==> config.mk <==
export PLATFORM = sky130hd
export DESIGN_NAME = ecd_speed_meas
export DESIGN_NICKNAME = d
export VERILOG_FILES = /design/src/rtl/ecd_speed_meas.sv
export SDC_FILE = /design/constraint.sdc
export NUM_CORES = 1
export LEC_CHECK = 0
export BUFFER_PORTS_ARGS = -buffer_cell sky130_fd_sc_hd__buf_2
export CAP_MARGIN = 10
export CORE_ASPECT_RATIO = 1.4
export CORE_MARGIN = 2
export CORE_UTILIZATION = 40
export DETAILED_ROUTE_END_ITERATION = 10
export PLACE_DENSITY_LB_ADDON = 0.2
export SYNTH_ARGS = -nofsm -noshare
export SYNTH_HDL_FRONTEND = slang
export SYNTH_SLANG_ARGS = --single-unit
==> constraint.sdc <==
create_clock -name clk_100M -period 6 [get_ports clk_100M]
set_input_delay 0.3 -clock clk_100M [delete_from_list [all_inputs] [get_ports clk_100M]]
set_output_delay 0.3 -clock clk_100M [all_outputs]
set_load 0.02 [all_outputs]
==> src/rtl/ecd_speed_meas.sv <==
// rtl/ecd_speed_meas.sv - per-period displacement, moving-average speed and over-speed flag
// Samples the decoder count every PERIOD cycles; fixed 3-cycle latency from tick to spd_valid.
module ecd_speed_meas #(
    parameter int PERIOD   = 100000,
    parameter int AVG_LOG2 = 2
) (
    input  logic        clk_100M,
    input  logic        n_rst,
    input  logic        en,
    input  logic        clr,
    input  logic        ecd_rst_n,
    input  logic [31:0] ecd_value,
    input  logic [31:0] spd_limit,
    output logic [31:0] delta,
    output logic [31:0] speed,
    output logic        spd_valid,
    output logic        ready,
    output logic        overspd
);

    localparam int DEPTH = 1 << AVG_LOG2;
    localparam int SW    = 34 + AVG_LOG2;
    localparam int PW    = (AVG_LOG2 > 0) ? AVG_LOG2 : 1;
    localparam int TW    = $clog2(PERIOD);
    localparam logic [AVG_LOG2:0] FILL_MAX = (AVG_LOG2 + 1)'(DEPTH);

    typedef enum logic [1:0] {IDLE, PRIME, RUN} state_t;

    state_t                 state;
    logic [31:0]            cur;
    logic                   cur_rst_n;
    logic [TW-1:0]          timer;
    logic                   tick;
    logic [31:0]            prev;
    logic [31:0]            d1;
    logic [31:0]            d2;
    logic                   p1;
    logic                   p2;
    logic [31:0]            hist [DEPTH];
    logic [PW-1:0]          wptr;
    logic [AVG_LOG2:0]      fill;
    logic signed [SW-1:0]   sum;
    logic signed [SW-1:0]   sum_nxt;
    logic [31:0]            speed_nxt;
    logic [31:0]            oldest;
    logic [32:0]            d_ext;
    logic [32:0]            d_mag;
    logic                   over;

    always_ff @(posedge clk_100M or negedge n_rst) begin
        if (!n_rst) begin
            cur       <= '0;
            cur_rst_n <= 1'b0;
        end else begin
            cur       <= ecd_value;
            cur_rst_n <= ecd_rst_n;
        end
    end

    always_ff @(posedge clk_100M or negedge n_rst) begin
        if (!n_rst) begin
            timer <= '0;
        end else if (!en || tick) begin
            timer <= '0;
        end else begin
            timer <= timer + TW'(1);
        end
    end

    assign tick = en && (timer == TW'(PERIOD - 1));

    assign oldest    = hist[wptr];
    assign sum_nxt   = sum + {{(SW-32){d1[31]}}, d1} - {{(SW-32){oldest[31]}}, oldest};
    assign speed_nxt = 32'(sum >>> AVG_LOG2);

    // 33-bit magnitude so that -2^31 compares as +2^31
    assign d_ext = {d2[31], d2};
    assign d_mag = d2[31] ? (33'd0 - d_ext) : d_ext;
    assign over  = d_mag > {1'b0, spd_limit};

    always_ff @(posedge clk_100M or negedge n_rst) begin
        if (!n_rst) begin
            state     <= IDLE;
            prev      <= '0;
            d1        <= '0;
            d2        <= '0;
            p1        <= 1'b0;
            p2        <= 1'b0;
            sum       <= '0;
            wptr      <= '0;
            fill      <= '0;
            for (int i = 0; i < DEPTH; i++) hist[i] <= '0;
            delta     <= '0;
            speed     <= '0;
            spd_valid <= 1'b0;
            ready     <= 1'b0;
            overspd   <= 1'b0;
        end else begin
            spd_valid <= 1'b0;
            p1        <= 1'b0;
            p2        <= 1'b0;
            if (!en) begin
                state   <= IDLE;
                sum     <= '0;
                wptr    <= '0;
                fill    <= '0;
                for (int i = 0; i < DEPTH; i++) hist[i] <= '0;
                ready   <= 1'b0;
                overspd <= 1'b0;
            end else if (state == IDLE) begin
                state <= PRIME;
            end else if (clr || !cur_rst_n) begin
                // re-prime on the next clean tick so a count reset never shows up as a jump
                state <= PRIME;
                sum   <= '0;
                wptr  <= '0;
                fill  <= '0;
                for (int i = 0; i < DEPTH; i++) hist[i] <= '0;
                ready <= 1'b0;
                if (clr) overspd <= 1'b0;
            end else begin
                if (tick) begin
                    prev  <= cur;
                    d1    <= cur - prev;
                    p1    <= (state == RUN);
                    state <= RUN;
                end
                if (p1) begin
                    sum        <= sum_nxt;
                    hist[wptr] <= d1;
                    wptr       <= (wptr == PW'(DEPTH - 1)) ? '0 : wptr + PW'(1);
                    if (fill != FILL_MAX) fill <= fill + (AVG_LOG2 + 1)'(1);
                    d2         <= d1;
                    p2         <= 1'b1;
                end
                if (p2) begin
                    delta     <= d2;
                    speed     <= speed_nxt;
                    spd_valid <= 1'b1;
                    ready     <= (fill == FILL_MAX);
                    if (over) overspd <= 1'b1;
                end
            end
        end
    end

endmodule
---- Yosys cells after proc, flatten, opt, wreduce, memory -nomap -nowiden ----
Index checks and enable logic that the tools add are counted.
cells by class
  add/subtract/negate cells ............... 7
  $lt $le $gt $ge ......................... 3
  equal/unequal tests ..................... 12
  mux-type cells .......................... 52
  bitwise operators ....................... 3
  reduce and logical (&&, ||, !) cells .... 14
operators by type and width
  operator                                                             number
  128-bit 2-to-1 mux                                                   4
  36-bit 2-to-1 mux                                                    4
  128-bit bitwise mux                                                  1
  32-bit 2-to-1 mux                                                    3
  32-bit binary-select mux with 2-bit select                           1
  32-bit demux with 2-bit select                                       1
  36-bit adder                                                         1
  36-bit subtractor                                                    1
  33-bit by 32-bit > comparator with 1-bit output                      1
  33-bit 2-to-1 mux                                                    1
  1-bit by 32-bit subtractor with 33-bit output, first input constant  1
  32-bit subtractor                                                    1
  1-bit 2-to-1 mux                                                     22
  2-bit 2-to-1 mux                                                     9
  17-bit by 1-bit adder with 17-bit output, second input constant      1
  17-bit equality test, second input constant                          1
  17-bit 2-to-1 mux                                                    1
  4-bit AND reduction                                                  4
  3-bit 2-to-1 mux                                                     5
  3-bit by 1-bit != test with 1-bit output, second input constant      4
  3-bit != test, second input constant                                 2
  2-bit equality test, second input constant                           2
  4-bit by 1-bit != test with 1-bit output, second input constant      1
  2-bit AND reduction                                                  2
  other kinds (13)                                                     17
word-level totals
  register bits ........................... 386
  input bits .............................. 69
  output and inout bits ................... 67

---- Longest topological paths before layout ----
  depth in word-level cells ............... 10
  depth in mapped cells ................... 17
  mapped depth without buffers ............ 17

---- Worst setup path before layout ----
No wires, ideal clock.
  kind .................................... register -> register
  start point ............................. register wptr[0]
  end point ............................... register sum[25]
  arrival time ............................ 4.338 ns
  required time ........................... 5.862 ns
  slack ................................... 1.524 ns
  stages on the path, launching flop included .. 16
  path buffers ............................ 2
  path through ............................ dfrtp_1 clkbuf_1 buf_1 mux4_2 fa_1 inv_1 ha_1 a21o_1 a221oi_1 o21ai_0 o21bai_1 a21boi_0 or3_1 a31oi_1 xor2_1 o22ai_1
on the way
  cells in the longest elaborated chain, start to end .. 9
ends and longest elaborated chain
  element                                                RTL line  RTL
  start: declaration                                     40        logic [PW-1:0] wptr;
  start signal: assignment                               131       wptr <= (wptr == PW'(DEPTH - 1)) ? '0 : wptr + PW'(1);
  2-bit NOT with 3-bit output (not written as such)      72        assign oldest = hist[wptr];
  32-bit binary-select mux with 2-bit select             72
  32-bit 2-to-1 mux (not written as such) (2 in series)  72
  36-bit subtractor                                      73        assign sum_nxt = sum + {{(SW-32){d1[31]}}, d1} - {{(SW-32){oldest[31]}}, oldest};
  36-bit 2-to-1 mux                                      128       if (p1) begin
  36-bit 2-to-1 mux                                      112       end else if (clr || !cur_rst_n) begin
  36-bit 2-to-1 mux                                      110       end else if (state == IDLE) begin
  36-bit 2-to-1 mux                                      102       if (!en) begin
  end signal: assignment                                 129       sum <= sum_nxt;
  end: declaration                                       42        logic signed [SW-1:0] sum;
Every way passes these cells. The select of a mux whose other input is x is not followed.
A chain may end at the register's enable or synchronous reset.

---- Worst setup path after layout ----
Same ends and word-level chain as after synthesis.

==> impl_results.md <==
* Critical path origin: wptr[0]
* Die height at approximately 270 um
* GRT Residual Overflow at 0
* Seq/Total Area, Yosys at 47.5%
* Core area at ~0.05 mm^2
* Diode count at 0
* WP data required at 6.39 ns
* Antenna viol nets, final at 0
* Die Area at approximately 0.052 mm^2
* Worst-Margin Slew at roughly 1.1 ns
* Largest family of logic cells by synthesized area: compound AO/OA/AOI/OAI gates
* Row cnt at 97
* Fmax at about 0.21 GHz
* CTS tree: done
* Clk_skew at around 0.019 ns
* Largest net degree at the start of global routing at approximately 190
* Crit Path Max Fanout at 20
* Final hold violation count at 0
* I/O pins at 136
* Initial DRC count at ~630
* Post-synthesis mux area share at under 10%
* Met2 usage at around a third
* Area of placed instances at 0.0216 mm^2
* Clock slew at reported path FFs at 0.07 ns
* Synthesized area at roughly 0.020 mm^2
* Clock latency on the worst-skew pair at between 0.5 and 0.6 ns
* Synth area leader: dfrtp_1
* Status: complete, no violations
* Area of the multi-input gates at 0.00954 mm^2
* Drt first pass iters at 6
* Synthesis-stage register bit count at 384
* Layout cells sized above 1 at roughly 16%
* Area grow syn2layout at 15.6%
* HP Class: in2reg
* Simple-gate share of the synthesized area at under 10%
* Top cells by count, synth: dfrtp_1 (384), inv_1 (216), nand2_1 (161)
* Starting density of the core at approximately two fifths
* Synthesized area per cell at between 10 and 15 um^2
* Dominant cells by area after synthesis: dfrtp_1 (48%), ha_1 (6.6%), a22o_1 (5.5%), inv_1 (4.0%), mux4_2 (3.6%)
* Drc violations at 0
* Leakage power at roughly 11 nW
* Final WS setup at about 1.2 ns
* Vias in the first global route at 14.6k
* YS warnings at 0
* Wire per inst at ~18 um
* Design area at about 0.023 mm^2
* Gpl congestion at about 0.86
* Count of maximum capacitance violations at 0
* Overall Power at 5.69 mW
* Antenna violations before repair at 0
* Die X-Extent at slightly below 200 um
* First-pass GRT wire length at around 80000 um
* PD cells at approximately 240 mW/mm^2
* Synth Area in Adders at a little under 10%
* Post_cts resized at 0
* Number of synthesized flops with an enable pin at 0
* Setup CP Type: reg2reg
* Ys async rst share at 100%
* Pre-CTS WS at 1.17 ns
* Clk buf depth at 3
* Yosys top cell area share at between 40 and 50%
* Synth Flop Type: dfrtp_1
* Fin util at 46.7%
* Synth Instances at 1877
* Clock buffer count from CTS at ~40
* Critical Path AT at approximately 5.2 ns
* IO Port Bufs at 135
* Setup-failing EPs final at 0
* RSZ-0062 raised after global routing: false
* Via Count at around 14k
* RR Startpoint: wptr[0]
* Synth Area in XOR/XNOR at approximately 4.2%
* Setup TNS at 0 ns
* Vias per cell at 5.28
* Root Buffer: clkbuf_16
* Layer with the highest usage: met2
* Compound-Gate Fraction of Synth Area at between 10% and 20%
* Max-slew violation count at 0
* Gr usage total at between 10% and 20%
* Slew HR at 25.5%
* Unique masters post-synth at just under 70
* Sequential cell area at 0.00961 mm^2
* Final Net Count at ~2.2k
* CTS sink count at roughly 380
* Hold Crit Start: en
* Worst setup SP type: flip-flop
* Nature of the critical path endpoint: flip-flop
* Met1 Use GR at 25.0%
* Peak supply drop at 0.179 mV
* Crit share post-route at between 80% and 90%
* Crit path time final at about 4.8 ns
* Fill count at ~4.7k
* H-Tree Depth at 2
* Final wirelength at 48500 um
* Syn_nets at 2086
* Most frequent cell after synthesis: dfrtp_1
* GR met3 Demand/Resource at under 10%
* DP HPWL at between 30000 and 40000 um
-- sequential cells by signal, summed over array words and instances (netlist names) --
name	cells
cur	32
cur_rst_n	1
d1	32
d2	32
delta	32
fill	3
hist	128
overspd	1
p1	1
p2	1
prev	32
ready	1
spd_valid	1
speed	32
state	2
sum	34
timer	17
wptr	2
-- routing by layer --
layer / part of all wire, % / vias up
li1: - / 6887
met1: 45 / 6966
met2: 49 / 235
met3: 3.0 / 79
met4: 3.1 / 0
met5: 0 / -
-- per-stage QoR --
step	hold WS, ns	instances
floorplan	0.00441	1877
global placement	0.249	2580
detailed placement	0.257	2580
CTS	0.0481	2684
global route	0.0784	2684
finish	0.0706	2684
-- cells by family after synthesis --
group | Yosys count
adders and majority gates | 140
DFF | 384
and+or+nand+nor | 342
xor gates and xnor gates | 97
AOI/OAI and AO/OA | 519
buffers and inverters | 302
muxes | 93
-- cells in the final DEF, fill, tap and decap left out, types with 9 or more instances in the layout --
cell type	instances
dfrtp_1	383
inv_1	216
nand2_1	158
o21ai_0	138
buf_2	134
a22o_1	128
ha_1	106
mux2_2	60
nor2_1	55
xnor2_1	55
a21oi_1	55
a21o_1	49
clkbuf_16	43
xor2_1	42
fa_1	34
dlygate4sd3_1	34
mux4_2	32
o22ai_1	29
nand3_1	23
o21a_1	19
nand4_1	18
o31ai_1	14
nand2b_1	12
nor3_1	11
a211oi_1	11
and3_1	10
bufinv_16	9
-- layout make-up --
type                            instances  share of cell area [%]
Multi-Input combinational cell       1191                    40.8
Timing Repair Buffer                  179                    4.82
Inverter                              217                    3.49
Tap cell                              643                    3.44
Clock buffer                           53                    4.90
Sequential cell                       384                    41.1
Clock inverter                         17                    1.37
-- critical path: stages (launching register included) --
cell	delay, ns
dfrtp_2	0.82
buf_4	0.43
mux4_2	0.56
fa_1	0.49
inv_1	0.04
ha_1	0.35
a21o_1	0.21
a2bb2oi_1	0.32
nand2_1	0.08
a21oi_1	0.24
a21boi_0	0.29
or3_1	0.39
a31oi_1	0.20
xor2_1	0.16
o22ai_1	0.10
-- timing repair --
| item | 4_1_cts | 5_1_grt |
|---|---|---|
| setup buffers | 0 | 0 |
| hold buffers | 34 | 0 |
| hold endpoints to repair | 87 | 0 |
-- final timing paths --
check / cells past startpoint / slack [ns] / to
worst min-delay path: 3 / 0.07 / overspd
max in group asynchronous: 3 / 4.29 / prev[26]
worst max register to register: 14 / 1.15 / sum[25]
worst min register to register: 2 / 0.48 / speed[7]
min in group asynchronous: 2 / 0.28 / delta[6]
worst max-delay path: 14 / 1.15 / sum[25]
-- power breakdown --
group          switching [mW]  internal (mW)  total [mW]
combinational           0.187          0.107       0.294
sequential             0.0139           2.60        2.62
clock                    1.05           1.73        2.78
Note: power is estimated with default switching activity, not from simulation.
